`src/rtl/reg_file_pkg.sv`:
```
// Shared constants and types for the integer register file.
package reg_file_pkg;

    localparam int DEF_XLEN  = 32;
    localparam int DEF_NREGS = 32;

    localparam int REG_ZERO = 0;
    localparam int REG_A0   = 10;
    localparam int REG_S2   = 18;

    typedef logic [$clog2(DEF_NREGS)-1:0] reg_idx_t;

endpackage

```
`src/rtl/sync_2ff.sv`:
```
// Two-flop synchroniser for slow asynchronous level inputs.
// Latency: two rising edges. No backpressure.
module sync_2ff #(
    parameter int W = 1
) (
    input  logic         clk,
    input  logic         rst_n,
    input  logic [W-1:0] d,
    output logic [W-1:0] q
);

    logic [W-1:0] meta_q;
    logic [W-1:0] sync_q;

    always_ff @(posedge clk or negedge rst_n) begin
        if (!rst_n) begin
            meta_q <= '0;
            sync_q <= '0;
        end else begin
            meta_q <= d;
            sync_q <= meta_q;
        end
    end

    assign q = sync_q;

endmodule

```
`src/rtl/reg_file_sb.sv`:
```
// Decode-stage register file: write-first reads, busy scoreboard, input-mapped trigger.
// Reads 0-cycle; writes and busy updates land on the next edge. No backpressure; stall flags RAW hazards.
module reg_file_sb
    import reg_file_pkg::*;
#(
    parameter int XLEN     = DEF_XLEN,
    parameter int NREGS    = DEF_NREGS,
    parameter int NRD      = 2,
    parameter int TRIG_REG = REG_S2,
    parameter int A0_REG   = REG_A0,
    localparam int AW      = $clog2(NREGS)
) (
    input  logic                clk,
    input  logic                rst_n,
    input  logic [NRD*AW-1:0]   rd_addr,
    output logic [NRD*XLEN-1:0] rd_data,
    input  logic                wr_en,
    input  logic [AW-1:0]       wr_addr,
    input  logic [XLEN-1:0]     wr_data,
    input  logic                iss_en,
    input  logic [AW-1:0]       iss_addr,
    output logic                stall,
    output logic [NREGS-1:0]    busy,
    output logic [XLEN-1:0]     a0,
    input  logic                trigger
);

    logic [XLEN-1:0]  regs_q [NREGS];
    logic [NREGS-1:0] busy_q;
    logic [NREGS-1:0] busy_d;
    logic [0:0]       trig_sync;
    logic [NRD-1:0]   stall_vec;

    function automatic logic in_range(input logic [AW-1:0] a);
        return int'(a) < NREGS;
    endfunction

    // Register 0 and the trigger register are never written nor tracked as busy.
    function automatic logic writable(input logic [AW-1:0] a);
        return in_range(a) && (int'(a) != REG_ZERO) && (int'(a) != TRIG_REG);
    endfunction

    sync_2ff #(.W(1)) u_trig_sync (
        .clk   (clk),
        .rst_n (rst_n),
        .d     (trigger),
        .q     (trig_sync)
    );

    always_ff @(posedge clk or negedge rst_n) begin
        if (!rst_n) begin
            for (int r = 0; r < NREGS; r++) regs_q[r] <= '0;
        end else if (wr_en && writable(wr_addr)) begin
            regs_q[wr_addr] <= wr_data;
        end
    end

    // Clear first, then set: a fresh issue to the same register keeps it busy.
    always_comb begin
        busy_d = busy_q;
        if (wr_en && in_range(wr_addr)) busy_d[wr_addr] = 1'b0;
        if (iss_en && writable(iss_addr)) busy_d[iss_addr] = 1'b1;
    end

    always_ff @(posedge clk or negedge rst_n) begin
        if (!rst_n) busy_q <= '0;
        else        busy_q <= busy_d;
    end

    for (genvar g = 0; g < NRD; g++) begin : g_rd
        logic [AW-1:0]   ra;
        logic            hit;
        logic [XLEN-1:0] rd_word;

        assign ra  = rd_addr[g*AW +: AW];
        assign hit = rst_n && wr_en && writable(wr_addr) && (wr_addr == ra);

        always_comb begin
            if (!in_range(ra) || int'(ra) == REG_ZERO) rd_word = '0;
            else if (int'(ra) == TRIG_REG)             rd_word = XLEN'(trig_sync);
            else if (hit)                              rd_word = wr_data;
            else                                       rd_word = regs_q[ra];
        end

        assign rd_data[g*XLEN +: XLEN] = rd_word;
        assign stall_vec[g] = in_range(ra) && busy_q[ra] && !(wr_en && (wr_addr == ra));
    end

    assign stall = |stall_vec;
    assign busy  = busy_q;
    assign a0    = regs_q[A0_REG];

endmodule

```
`config.mk`:
```
export PLATFORM = sky130hd
export DESIGN_NAME = reg_file_sb
export DESIGN_NICKNAME = d
export VERILOG_FILES = /design/src/rtl/reg_file_pkg.sv /design/src/rtl/sync_2ff.sv /design/src/rtl/reg_file_sb.sv
export SDC_FILE = /design/constraint.sdc
export NUM_CORES = 2
export LEC_CHECK = 0
export CORE_UTILIZATION = 54
export CTS_CLUSTER_DIAMETER = 50
export CTS_CLUSTER_SIZE = 20
export DETAILED_ROUTE_END_ITERATION = 12
export PLACE_DENSITY = 0.72
export RECOVER_POWER = 100
export SLEW_MARGIN = 20
export SYNTH_ARGS = -nofsm -noshare
export SYNTH_HDL_FRONTEND = slang
export SYNTH_SLANG_ARGS = --single-unit
```
`constraint.sdc`:
```
create_clock -name clk -period 2.64 [get_ports clk]
set_clock_uncertainty 0.2 [all_clocks]
set_input_delay 0.264 -clock clk [delete_from_list [all_inputs] [get_ports clk]]
set_output_delay 0.264 -clock clk [all_outputs]
set_load 0.02 [all_outputs]
```
==> results by group <==
Power
  • Leak: 31.9 nW
  • Cell Pwr Density: 737 mW/mm^2
  • VDD IR max: approximately 700 uV

Synth
  • Synthesized area: 0.0571 mm^2
  • Syn Inst Count: around 4.0k
  • Syn Area/Cell: 14.2 um^2
  • Yosys top cell area share: 0.464
  • Post-synth EDFFs: 0
  • Most used DFF post-synth: dfrtp_1
  • Number of distinct library cells after synthesis: between 50 and 60
  • Seq/Total Area, Yosys: 0.464
  • Synth cell count leaders: 1058 x dfrtp_1, 1030 x mux2_2, 349 x mux4_2
  • Net Count, Synth: 4082
  • Top-count cell post-synth: dfrtp_1
  • Async S/R FF share, synth: 1.00
  • Synthesized flop and latch total: between 1k and 1.5k
  • YS warnings: 0
  • Top cells by area, synth: dfrtp_1 46%, mux2_2 20%, mux4_2 14%
  • Yosys top cell by area: dfrtp_1

Worst setup path
  • Top Family by Delay on Critical Path: multiplexers
  • CP Buf/Inv Count: 2
  • CP Cell Sequence: buf_6, mux4_2, mux2_4, a221o_1, a32o_2, buf_6
  • Slowest stage cell, crit path: mux4_2
  • Critical Path Source Type: register
  • Worst Path Max Fanout: 2
  • CP Data Required Time: 2.18 ns
  • Most used cell, CP: buf_6
  • WP data arrival: between 2 and 3 ns
  • Crit path launch: regs_q[607]$_DFFE_PN0P_
  • Worst R2R Start: a0[7]$_DFFE_PN0P_
  • Worst path max stage delay: roughly 0.45 ns
  • Crit. End Element: output port
  • CP Class: reg -> out

GRT
  • Largest net degree at the start of global routing: roughly 160
  • Total grt overflow: 0
  • Antenna violations before repair: 5
  • Total track usage: 0.377
  • First-pass GRT wire length: 296 mm
  • Vias in the first global route: around 43k

Clock network
  • Worst-skew pair later-pin latency: 0.72 ns
  • CTS Buf Count: roughly 120
  • Clk sinks: ~1.1k
  • Clk root buf: clkbuf_16
  • CTS max path bufs: 3
  • CTS tree: done
  • CTS H-tree depth: 3
  • Clock-pin slew on the worst setup and hold paths: 0.07 ns

Drt
  • Routed vias: 42.0k
  • Routed WL per cell: 33.0 um
  • Vias per cell: slightly below 7
  • Drt total wl: about 200 mm
  • Drt drc: 0
  • Drt initial violations: 4373
  • DRT Pass-1 Iters: 5
  • Post-route ant nets: 0

STA
  • Final Hold Viols: 0
  • Max-slew violations: 280
  • Max Clk Rate: 303 MHz
  • Worst-Margin Slew: 1.90 ns
  • Slew margin rel.: -0.268
  • RSZ-0062 raised after global routing: true
  • Final setup viols: 701
  • Final Critical Period: between 3 and 4 ns
  • Final worst setup slack: -0.661 ns
  • Period utilization: 1.25

Finish
  • Post-Layout Cell Count: ~6k
  • Final-stage net count: ~4.7k
  • Share of cells above drive strength 1: 0.554
  • Area grow syn2layout: 23.4%
  • Fillers: between 7k and 8k
  • Final Instance Area: slightly above 0.07 mm^2

Run
  • Max cap viols: 3

Floorplanning
  • Die area: ~0.11 mm^2
  • Placeable Area: around 0.10 mm^2
  • Die height: roughly 330 um
  • Std cell rows: ~120
  • Horiz. Die Dim: between 300 and 400 um
  • Initial core utilization: 0.548
  • IO Count: 186

Hold path
  • HP Start: wr_addr[0]
  • HP Class: in -> reg

Place
  • Placer Congestion: approximately 0.95
  • Placed inst area: between 0.06 and 0.07 mm^2
  • PortBufs: around 190
  • Placed insts: between 5k and 6k
  • DP Wirelength: 135 mm

Run status
  • Status: finished, violations left
  • Failing checks: max-capacitance violations, max-slew violations, negative setup slack
-- cell type report --
type                       count  area (um^2)  share of cell area
clock buffer                 136         3210              0.0455
clock inverter                86          918              0.0130
tap                         1380         1730              0.0245
sequential                  1058        26500               0.376
antenna                        2         5.00           0.0000711
inverter                       3         11.3            0.000160
multi-input combinational   2442        29100               0.413
timing repair buffer         971         9000               0.128
-- power breakdown --
group / switching, mW / internal [mW]
Sequential: 2.27 / 19.2
Clock: 7.72 / 9.58
Combinational: 5.65 / 7.51
Total: 15.6 / 36.3
-- layout by cell type (no fill, tap or decap), drive strengths merged, types with 4 or more instances in the layout --
cell           count
mux4             353
nand2             64
o221ai            97
mux2i            336
o22ai             47
clkinv            34
o31ai             31
a221o             53
nor3b              8
clkinvlp          12
clkbuf           213
inv               37
a211o             23
nand3             15
xnor2             10
clkdlybuf4s50     43
mux2            1050
nor3              10
a32o              40
or2                4
or3b               4
nand3b            14
nor2              47
dlygate4sd3       67
a211oi            29
o21ai             54
a21oi             45
a221oi            40
nor2b             25
and2               4
buf              783
dfrtp           1058
bufinv             6
a22o              14
-- path summary, 6_finish.rpt --
kind | endpoint | slack (ns) | depth (start not counted)
max | rd_data[31] | -0.66 | 6
min | busy[18]$_DFF_PN0_ | 0.08 | 5
max reg2reg | a0[7]$_DFFE_PN0P_ | 1.38 | 3
min reg2reg | u_trig_sync.q$_DFF_PN0_ | 0.16 | 0
max in group asynchronous | regs_q[967]$_DFFE_PN0P_ | -0.23 | 5
min in group asynchronous | regs_q[349]$_DFFE_PN0P_ | 0.61 | 4
-- sequential cells by signal, summed over array words and instances, names as in the netlist --
signal and flops:
a0 32, busy 32, regs_q 992, u_trig_sync.meta_q 1
u_trig_sync.q 1
-- cells by family (layout without fill, tap and decap cells) --
family                    Yosys count  in the layout  synth area share
muxes                            1739           1739             0.406
DFF                              1058           1058             0.464
buffers and inverters             525           1196            0.0446
AOI/OAI and AO/OA                 481            481            0.0658
and+or+nand+nor                   209            209            0.0184
xor gates and xnor gates           13             13           0.00199
other                               0              2                 0
-- stage by stage --
| step | setup TNS, ns | worst slack [ns] | total power [mW] | utilization | hold WS, ns |
|---|---|---|---|---|---|
| 6_report | -88.31 | -0.661 | 51.9 | 0.676 | 0.0836 |
| 5_1_grt | -334.63 | -0.706 | 53.7 | 0.676 | 0.137 |
| 4_1_cts | -28.81 | -0.674 | 51.8 | 0.680 | 0.0901 |
| 3_5_place_dp | -54.97 | -0.994 | 34.0 | 0.631 | 0.137 |
| 3_3_place_gp | -54.21 | -0.967 | 33.5 | 0.631 | 0.137 |
| 2_1_floorplan | 0 | 0.0631 | 28.5 | - | -0.232 |
-- worst register-to-register path: cells and delay by family (launching register included) --
| family | cells | cell delay [ns] |
|---|---|---|
| buffers and inverters | 2 | 0.28 |
| DFF | 1 | 0.40 |
| muxes | 1 | 0.28 |
-- timing repair --
item,in CTS,in global routing
hold buffers,2,0
setup endpoints to repair,65,65
buffers inserted,24,12
hold endpoints to repair,288,0
pin swaps,99,58
gates resized for setup,583,72
-- per-layer routing --
metal / part of all wire / routed length [um] / up-vias / global-route usage
li1: - / - / 16700 / -
met1: 0.38 / 77000 / 22100 / 0.508
met2: 0.45 / 90100 / 2516 / 0.568
met3: 0.11 / 21800 / 688 / 0.0996
met4: 0.060 / 12000 / 4 / 0.192
met5: 0.00011 / 23 / - / 0
No activity file was read; power rests on OpenSTA's default activity.
